## src/rtl/fetch_pkg.sv

```systemverilog
// Shared constants and state type for the instruction fetch unit.
package fetch_pkg;
    localparam int IMEM_WORDS  = 32;
    localparam int IMEM_AWIDTH = $clog2(IMEM_WORDS);

    typedef enum logic [1:0] {IDLE, RUN, FULL} fetch_state_t;

    function automatic logic [IMEM_AWIDTH-1:0] pc_inc(input logic [IMEM_AWIDTH-1:0] pc);
        return pc + IMEM_AWIDTH'(1);
    endfunction
endpackage

```

## src/rtl/fetch_fifo.sv

```systemverilog
// Prefetch buffer: DEPTH-entry circular FIFO with pointer/count registers and a
// synchronous flush that overrides push and pop.
module fetch_fifo #(
    parameter int DEPTH = 4,
    parameter int DW    = 8
) (
    input  logic                         clk,
    input  logic                         rst_n,
    input  logic                         flush,
    input  logic                         push,
    input  logic [DW-1:0]                push_data,
    input  logic                         pop,
    output logic [DW-1:0]                head_data,
    output logic                         empty,
    output logic                         full,
    output logic [$clog2(DEPTH):0]       count_nxt
);
    localparam int PW = $clog2(DEPTH);
    localparam int CW = PW + 1;

    logic [PW-1:0] wr_ptr_q, wr_ptr_d, rd_ptr_q, rd_ptr_d;
    logic [CW-1:0] count_q, count_d;
    logic [DW-1:0] mem_q [DEPTH];
    logic [DW-1:0] mem_d [DEPTH];

    always_comb begin
        wr_ptr_d = wr_ptr_q;
        rd_ptr_d = rd_ptr_q;
        count_d  = count_q;
        mem_d    = mem_q;
        if (flush) begin
            wr_ptr_d = '0;
            rd_ptr_d = '0;
            count_d  = '0;
        end else begin
            if (push) begin
                mem_d[wr_ptr_q] = push_data;
                wr_ptr_d        = wr_ptr_q + 1'b1;
            end
            if (pop) begin
                rd_ptr_d = rd_ptr_q + 1'b1;
            end
            if (push && !pop) begin
                count_d = count_q + 1'b1;
            end else if (pop && !push) begin
                count_d = count_q - 1'b1;
            end
        end
    end

    always_ff @(posedge clk or negedge rst_n) begin
        if (!rst_n) begin
            wr_ptr_q <= '0;
            rd_ptr_q <= '0;
            count_q  <= '0;
        end else begin
            wr_ptr_q <= wr_ptr_d;
            rd_ptr_q <= rd_ptr_d;
            count_q  <= count_d;
        end
    end

    // Storage needs no reset: entries are only observable through a non-zero count.
    always_ff @(posedge clk) begin
        mem_q <= mem_d;
    end

    assign head_data = mem_q[rd_ptr_q];
    assign empty     = (count_q == '0);
    assign full      = (count_q == CW'(DEPTH));
    assign count_nxt = count_d;
endmodule

```

## src/rtl/fetch_unit.sv

```systemverilog
// Instruction fetch unit: reads the 32-word instruction segment into a prefetch
// buffer. Optional push/stall counters are built when FETCH_STATS_EN is defined.
//
// state | meaning
// IDLE  | fetch_en low, no new fetches
// RUN   | fetching, buffer has room
// FULL  | fetching enabled but buffer full
module fetch_unit
    import fetch_pkg::*;
#(
    parameter int WIDTH            = 16,
    parameter int INSTRUCTIONWIDTH = 24,
    parameter int DEPTH            = 4
) (
    input  logic                        clk,
    input  logic                        rst_n,
    input  logic                        fetch_en,
    output logic [WIDTH-1:0]            imem_addr,
    input  logic [INSTRUCTIONWIDTH-1:0] imem_rdata,
    input  logic                        redirect,
    input  logic [WIDTH-1:0]            redirect_pc,
    output logic [INSTRUCTIONWIDTH-1:0] instr,
    output logic [WIDTH-1:0]            instr_pc,
    output logic                        instr_valid,
    input  logic                        instr_ready
`ifdef FETCH_STATS_EN
    ,
    output logic [WIDTH-1:0]            fetch_count,
    output logic [WIDTH-1:0]            stall_count
`endif
);
    localparam int EW = INSTRUCTIONWIDTH + IMEM_AWIDTH;
    localparam int CW = $clog2(DEPTH) + 1;

    fetch_state_t            state_q, state_d;
    logic [IMEM_AWIDTH-1:0]  fetch_pc_q, fetch_pc_d;
    logic                    push, pop, fifo_empty, fifo_full, full_nxt;
    logic [EW-1:0]           head;
    logic [CW-1:0]           count_nxt;
    logic [WIDTH-IMEM_AWIDTH-1:0] unused_redirect_hi;

    assign unused_redirect_hi = redirect_pc[WIDTH-1:IMEM_AWIDTH];

    assign instr_valid = !fifo_empty;
    assign pop         = instr_valid && instr_ready && !redirect;
    // A full buffer still accepts a fetch when the head leaves in the same cycle.
    assign push        = fetch_en && !redirect && (!fifo_full || pop);

    fetch_fifo #(.DEPTH(DEPTH), .DW(EW)) u_fifo (
        .clk       (clk),
        .rst_n     (rst_n),
        .flush     (redirect),
        .push      (push),
        .push_data ({imem_rdata, fetch_pc_q}),
        .pop       (pop),
        .head_data (head),
        .empty     (fifo_empty),
        .full      (fifo_full),
        .count_nxt (count_nxt)
    );

    assign full_nxt = (count_nxt == CW'(DEPTH));

    always_comb begin
        fetch_pc_d = fetch_pc_q;
        if (redirect) begin
            fetch_pc_d = redirect_pc[IMEM_AWIDTH-1:0];
        end else if (push) begin
            fetch_pc_d = pc_inc(fetch_pc_q);
        end
    end

    always_comb begin
        state_d = state_q;
        case (state_q)
            IDLE:    if (fetch_en) state_d = full_nxt ? FULL : RUN;
            RUN:     if (!fetch_en) state_d = IDLE;
                     else if (full_nxt) state_d = FULL;
            FULL:    if (!fetch_en) state_d = IDLE;
                     else if (!full_nxt) state_d = RUN;
            default: state_d = IDLE;
        endcase
    end

    always_ff @(posedge clk or negedge rst_n) begin
        if (!rst_n) begin
            state_q    <= IDLE;
            fetch_pc_q <= '0;
        end else begin
            state_q    <= state_d;
            fetch_pc_q <= fetch_pc_d;
        end
    end

    assign imem_addr = WIDTH'(fetch_pc_q);
    assign instr     = instr_valid ? head[EW-1:IMEM_AWIDTH] : '0;
    assign instr_pc  = instr_valid ? WIDTH'(head[IMEM_AWIDTH-1:0]) : '0;

`ifdef FETCH_STATS_EN
    logic [WIDTH-1:0] fetch_count_q, fetch_count_d, stall_count_q, stall_count_d;

    always_comb begin
        fetch_count_d = fetch_count_q;
        stall_count_d = stall_count_q;
        if (push && (fetch_count_q != '1)) fetch_count_d = fetch_count_q + 1'b1;
        if ((state_q == FULL) && (stall_count_q != '1)) stall_count_d = stall_count_q + 1'b1;
    end

    always_ff @(posedge clk or negedge rst_n) begin
        if (!rst_n) begin
            fetch_count_q <= '0;
            stall_count_q <= '0;
        end else begin
            fetch_count_q <= fetch_count_d;
            stall_count_q <= stall_count_d;
        end
    end

    assign fetch_count = fetch_count_q;
    assign stall_count = stall_count_q;
`endif
endmodule

```

## config.mk

```make
export PLATFORM = sky130hd
export DESIGN_NAME = fetch_unit
export DESIGN_NICKNAME = d
export VERILOG_FILES = /design/src/rtl/fetch_pkg.sv /design/src/rtl/fetch_fifo.sv /design/src/rtl/fetch_unit.sv
export SDC_FILE = /design/constraint.sdc
export NUM_CORES = 1
export LEC_CHECK = 0
export ABC_AREA = 0
export CORE_AREA = 2 2 96 135
export DETAILED_ROUTE_END_ITERATION = 16
export DIE_AREA = 0 0 98 137
export PLACE_DENSITY = 0.68
export SYNTH_ARGS = -nofsm -noshare
export SYNTH_HDL_FRONTEND = slang
export SYNTH_HIERARCHICAL = 1
export SYNTH_SLANG_ARGS = --single-unit
```

## constraint.sdc

```tcl
create_clock -name clk -period 3.4 [get_ports clk]
set_input_delay 0.34 -clock clk [delete_from_list [all_inputs] [get_ports clk]]
set_output_delay 0.34 -clock clk [all_outputs]
set_load 0.03 [all_outputs]
```

Word-level counts from Yosys, hierarchy flattened

Index checks and enable logic that the tools add are counted.

Equality and inequality tests: 1
Bitwise gates (word level): 3
Add/subtract/negate cells: 5
Magnitude comparators: 3
Reduce and logical (&&, ||, !) cells: 18
Muxes and demuxes: 17

Operator list:

| operator            | number |
|---|---|
| $bwmux 116          | 1 |
| $mux 29             | 3 |
| $bmux 29 s2         | 1 |
| $demux 29 s2        | 1 |
| $mux 24             | 1 |
| $mux 5              | 3 |
| $mux 3              | 3 |
| $mux 2              | 4 |
| $logic_and 1x1->1   | 7 |
| $ge 3x3->1 const B  | 2 |
| $not 2->3           | 2 |
| $add 5x1->5 const B | 1 |
| $logic_not 1->1     | 5 |
| $add 2x1->2 const B | 2 |
| $reduce_bool 2->1   | 2 |
| $add 3x1->3 const B | 1 |
| $eq 3x3->1 const B  | 1 |
| $logic_not 3->1     | 1 |
| $lt 3x1->1 const B  | 1 |
| $reduce_bool 3->1   | 1 |
| $sub 3x1->3 const B | 1 |
| $reduce_and 2->1    | 1 |
| $logic_or 1x1->1    | 1 |
| $not 1->1           | 1 |

Output and inout bits: 57
Input bits: 45
Word-level logic and storage cells: 55
Flip-flop bits (word level): 128

Logic depth before layout (Yosys ltp)

Word-level depth: 11
Gate-level depth with buffers: 10
Gate-level depth less buffers: 9

By module

The synthesis kept the hierarchy.

Modules (own cells, without submodules):

| module     | seq. area each (µm²) | cells each | times used | area an instance (µm²) |
|---|---|---|---|---|
| fetch_fifo | 3,658.5              | 200        | 1          | 4,664.5 |
| fetch_unit | 125.1                | 99         | 1          | 735.7 |

Worst setup path after synthesis

Ideal clock, no wire load.

Path type: reg-to-reg
From: register u_fifo.count_q[0]
To: register u_fifo/mem_q[0] in the netlist's numbering, enable pin
Path slack: 763 ps
Arrival: 2,249 ps
Setup time: 389 ps
Path buffers: 1
Period minus slack after synthesis: 2,637 ps
Cell stages (with the launch flop): 10
Path through: dfrtp_1 > inv_1 > ha_1 > nor2b_1 > nor2b_1 > o21a_1 > and2_1 > buf_2 > nor2b_1 > and2_1

Cells in the longest elaborated chain, start to end: 7

Ends and longest elaborated chain:

| what                              | RTL line         | RTL |
|---|---|---|
| start, declared                   | fetch_fifo.sv:22 | `logic [CW-1:0] count_q, count_d;` |
| start signal, assigned            | fetch_fifo.sv:59 | `count_q <= count_d;` |
| $logic_not 3->1                   | fetch_fifo.sv:69 | `assign empty = (count_q == '0);` |
| via fifo_empty                    | fetch_unit.sv:37 | `logic push, pop, fifo_empty, fifo_full, full_nxt;` |
| $logic_not 1->1                   | fetch_unit.sv:44 | `assign instr_valid = !fifo_empty;` |
| $logic_and 1x1->1 (2 in series)   | fetch_unit.sv:45 | `assign pop = instr_valid && instr_ready && !redirect;` |
| $logic_or 1x1->1                  | fetch_unit.sv:47 | `assign push = fetch_en && !redirect && (!fifo_full \|\| pop);` |
| $logic_and 1x1->1                 | fetch_unit.sv:47 |  |
| via push                          | fetch_unit.sv:37 |  |
| $reduce_and 2->1 (no source line) | -                |  |
| end signal, assigned              | fetch_fifo.sv:65 | `mem_q <= mem_d;` |
| end, declared                     | fetch_fifo.sv:23 | `logic [DW-1:0] mem_q [DEPTH];` |

The timed path passes the listed nets, and every way through them passes these cells.
A chain may end at the register's enable or synchronous reset.

Final worst setup path

From: register u_fifo.rd_ptr_q[0]
To: output instr[15]

Cells in the longest elaborated chain, start to end: 5

Ends and longest elaborated chain:

| what                                        | RTL line         | RTL |
|---|---|---|
| start, declared                             | fetch_fifo.sv:21 | `logic [PW-1:0] wr_ptr_q, wr_ptr_d, rd_ptr_q, rd_ptr_d;` |
| start signal, assigned                      | fetch_fifo.sv:58 | `rd_ptr_q <= rd_ptr_d;` |
| $not 2->3 (implied by the code)             | fetch_fifo.sv:68 | `assign head_data = mem_q[rd_ptr_q];` |
| $bmux 29 s2                                 | fetch_fifo.sv:68 |  |
| $mux 29 (implied by the code) (2 in series) | fetch_fifo.sv:68 |  |
| via head[20]                                | fetch_unit.sv:38 | `logic [EW-1:0] head;` |
| $mux 24                                     | fetch_unit.sv:96 | `assign instr = instr_valid ? head[EW-1:IMEM_AWIDTH] : '0;` |
| end, declared                               | fetch_unit.sv:22 | `output logic [INSTRUCTIONWIDTH-1:0] instr,` |

The timed path passes the listed nets, and every way through them passes these cells. The select of a mux whose other input is x is not followed.

==> impl_results.md <==
- Yosys warns: 6
- Endpoints failing setup: 0
- Number of global-route vias before repair: 2859
- Die Area: 0.0134 mm²
- Max incr delay on CP: 0.62 ns
- Height of the die: 137 µm
- Residual DRC: 0
- Initial antenna violation count: 0
- # fillers: 938
- Worst-path fanout max: 21
- Area leader, netlist: edfxtp_1
- Synthesized flop and latch total: 128
- Postcts setup bufs: 0
- Place WS: 0.678 ns
- Final WL: 9540 µm
- Clock sinks: 128
- Worst vdd ir: 0.000407 V
- Hold WC Path Type: input port to async pin
- Fin crit period: 2.98 ns
- Leak: 2.37 nW
- Layout cell share with drive strength beyond 1: 18.7%
- Chip width: 98 µm
- First-pass GRT wire length: 14600 µm
- # Max-Cap Violations: 0
- R2R setup slack: 0.79 ns
- Max-slew violation count: 0
- Gr usage total: 14.8%
- Area contributors post-synth: edfxtp_1, mux4_2, dfrtp_1
- N_diodes: 0
- Worst setup EP type: output port
- Pre-antenna DRT Iters: 4
- Post-CTS sizing: 0
- Total grt overflow: 0
- Area of the mapped netlist: 0.00540 mm²
- Layout Skew: 0.00746 ns
- Reg clk slew, reported paths: 0.05 ns
- Least-Margin Pin Slew: 0.578 ns
- Max Clock Freq: 0.336 GHz
- Syn_area_per_cell: 18.1 µm²
- Hold Vio Cnt, Final: 0
- Clock power share: 41.4%
- Psw: 1.39 mW
- Reg-to-Reg Start: u_fifo/count_q[1]
- Power density over the cells: 753 mW/mm²
- WL/cell: 17.5 µm
- DR vias: 2742
- FF-to-FF End: u_fifo/mem_q[11]
- Routed Antenna Nets: 0
- Clk Latency, worst-skew pair: 0.40 ns
- Clock Path Buffers: 2
- Relative slew margins: 61.3%
- Top-Level Pins: 102
- Number of flops mapped to enable cells by yosys: 116
- Clock H-tree levels: 4
- Status: finished, final reports clean
- Clk root buf: clkbuf_16
- Synth top area share: 64.5%
- Critical path launch point type: register
- Mean number of vias per cell: 5.03
- Layout area overhead: 28.1%
- TritonCTS clock tree: done
- CTS Buf Count: 17
- Sequential Power Share: 35.3%
- Largest net degree at the start of global routing: 33
- Critical path arrival: 2.64 ns
- Crit-path slowest cell: clkdlybuf4s50_1
- P_int: 3.82 mW
- Hold Buf Count CTS: 0
- Setup slack after layout: 0.422 ns
- Asr flop ratio synth: 9.38%
- Worst path required time: 3.06 ns
- GP Congestion: 0.779
- DP HPWL: 5990 µm
- Setup TNS: 0 ns
- Port Buffer Count: 68
- Top FF cell, synth: edfxtp_1
- Unrepaired setup endpoints after global routing: false
- Sw frac: 26.7%
- Register area share after synthesis: 70.1%
- Final Cycle Share: 87.6%
- DRT iter0 DRCs: 190
- Min Hold Slack: 0.309 ns
- Reg2Reg Depth: 9
- Critical Path, Cell by Cell: buf_12, mux4_1, nor2b_1, clkdlybuf4s50_1
- Critical path class: register to output port
- Yosys cell types: 36
- Comb power frac: 23.3%
- Syn Inst Count: 299
- Nets: 435
- # rows: 48
- Placeable Area: 0.0122 mm²
- Initial Util: 44.3%
## stage by stage
stage          util, %  std cells  total power, mW  cell area (µm²)
2_1_floorplan        -        320             2.63             5480
3_3_place_gp      50.9        513             3.08             6210
3_5_place_dp      50.9        513             3.10             6210
4_1_cts           56.8        545             5.27             6920
5_1_grt           56.8        545             5.39             6920
6_report          56.8        545             5.21             6920
## power groups by stage
stage | Clock (mW) | Combinational [mW] | Sequential (mW)
finish | 2.16 | 1.21 | 1.84
global route | 2.26 | 1.28 | 1.85
CTS | 2.19 | 1.23 | 1.84
floorplan | 0 | 0.761 | 1.87
detailed placement | 0 | 1.23 | 1.87
global placement | 0 | 1.21 | 1.87
## logic make-up after synthesis
logic type                 synth area share [%]
buffers and inverters                      5.03
adders and majority gates                  1.85
xor gates and xnor gates                  0.811
AOI/OAI and AO/OA                          1.97
muxes                                      12.3
DFF                                        70.1
and+or+nand+nor                            7.85
other                                    0.0694
## cells in the mapped netlist, drive strengths merged (2+ instances only)
master and n:
edfxtp 116, nor2b 34, buf 29, mux4 29, dfrtp 12, ha 8, inv 8, and2 7
nand3 7, clkbuf 6, nor2 6, xnor2 4, nand2 3, nand4 3, nor3 3, a211o 2
and3b 2, nand2b 2, nor3b 2, o2111ai 2, o21a 2
## state kept, by name, indices dropped and copies added, names as in the netlist
name and cells:
fetch_pc_q 5, u_fifo/rd_ptr_q 2, u_fifo/count_q 3, u_fifo/mem_q 116
u_fifo/wr_ptr_q 2
## worst max-delay path: cells and delay by family (launching register included)
family / cells / cell delay, ns
buffers and inverters: 2 / 0.89
DFF: 1 / 0.60
muxes: 1 / 0.58
and+or+nand+nor: 1 / 0.16
## cell usage in the layout, fill, tap and decap left out, types with 2 or more instances in the layout
master	instances
dfrtp_1	11
xnor2_1	4
inv_1	8
nand2_1	3
nand2b_1	2
nand4_1	3
clkdlybuf4s50_1	68
and3b_1	2
nor3_1	3
nor2_1	6
clkinv_1	2
and2_2	4
a211o_1	2
bufinv_16	8
o21a_1	2
inv_6	2
mux4_2	28
nor2b_1	33
and2_1	3
nand3_1	7
conb_1	22
clkbuf_16	17
o2111ai_1	2
nor3b_1	2
buf_4	9
ha_1	8
edfxtp_1	116
## layer usage
metal / vias up / track usage (%) / wire (µm) / share of wire, %
met5: - / 0 / 0 / 0
met4: 0 / 5.56 / 87 / 0.91
met3: 5 / 4.90 / 402 / 4.2
met2: 80 / 27.5 / 5330 / 56
met1: 1374 / 15.4 / 3710 / 39
li1: 1283 / - / - / -
## worst max-delay path by stage
stage / startpoint / to / slack (ns) / depth (start not counted)
after floorplan: u_fifo/count_q[0] / u_fifo/mem_q[0] / 0.76 / 9
after global placement: instr_ready / u_fifo/mem_q[111] / 0.74 / 7
after detailed placement: instr_ready / u_fifo/mem_q[15] / 0.68 / 7
after CTS: u_fifo/rd_ptr_q[0] / instr[15] / 0.35 / 4
after global routing: u_fifo/rd_ptr_q[0] / instr[15] / 0.28 / 4
final: u_fifo/rd_ptr_q[0] / instr[15] / 0.42 / 4
## cell type report
class | instances | area (µm²) | area share [%]
timing repair buffer | 78 | 768 | 11.1
multi-input combinational | 149 | 1440 | 20.8
sequential | 128 | 3780 | 54.7
clock buffer | 17 | 425 | 6.15
tap | 150 | 188 | 2.71
inverter | 8 | 30.0 | 0.434
clock inverter | 15 | 287 | 4.14
Note: power is estimated with default switching activity, not from simulation.
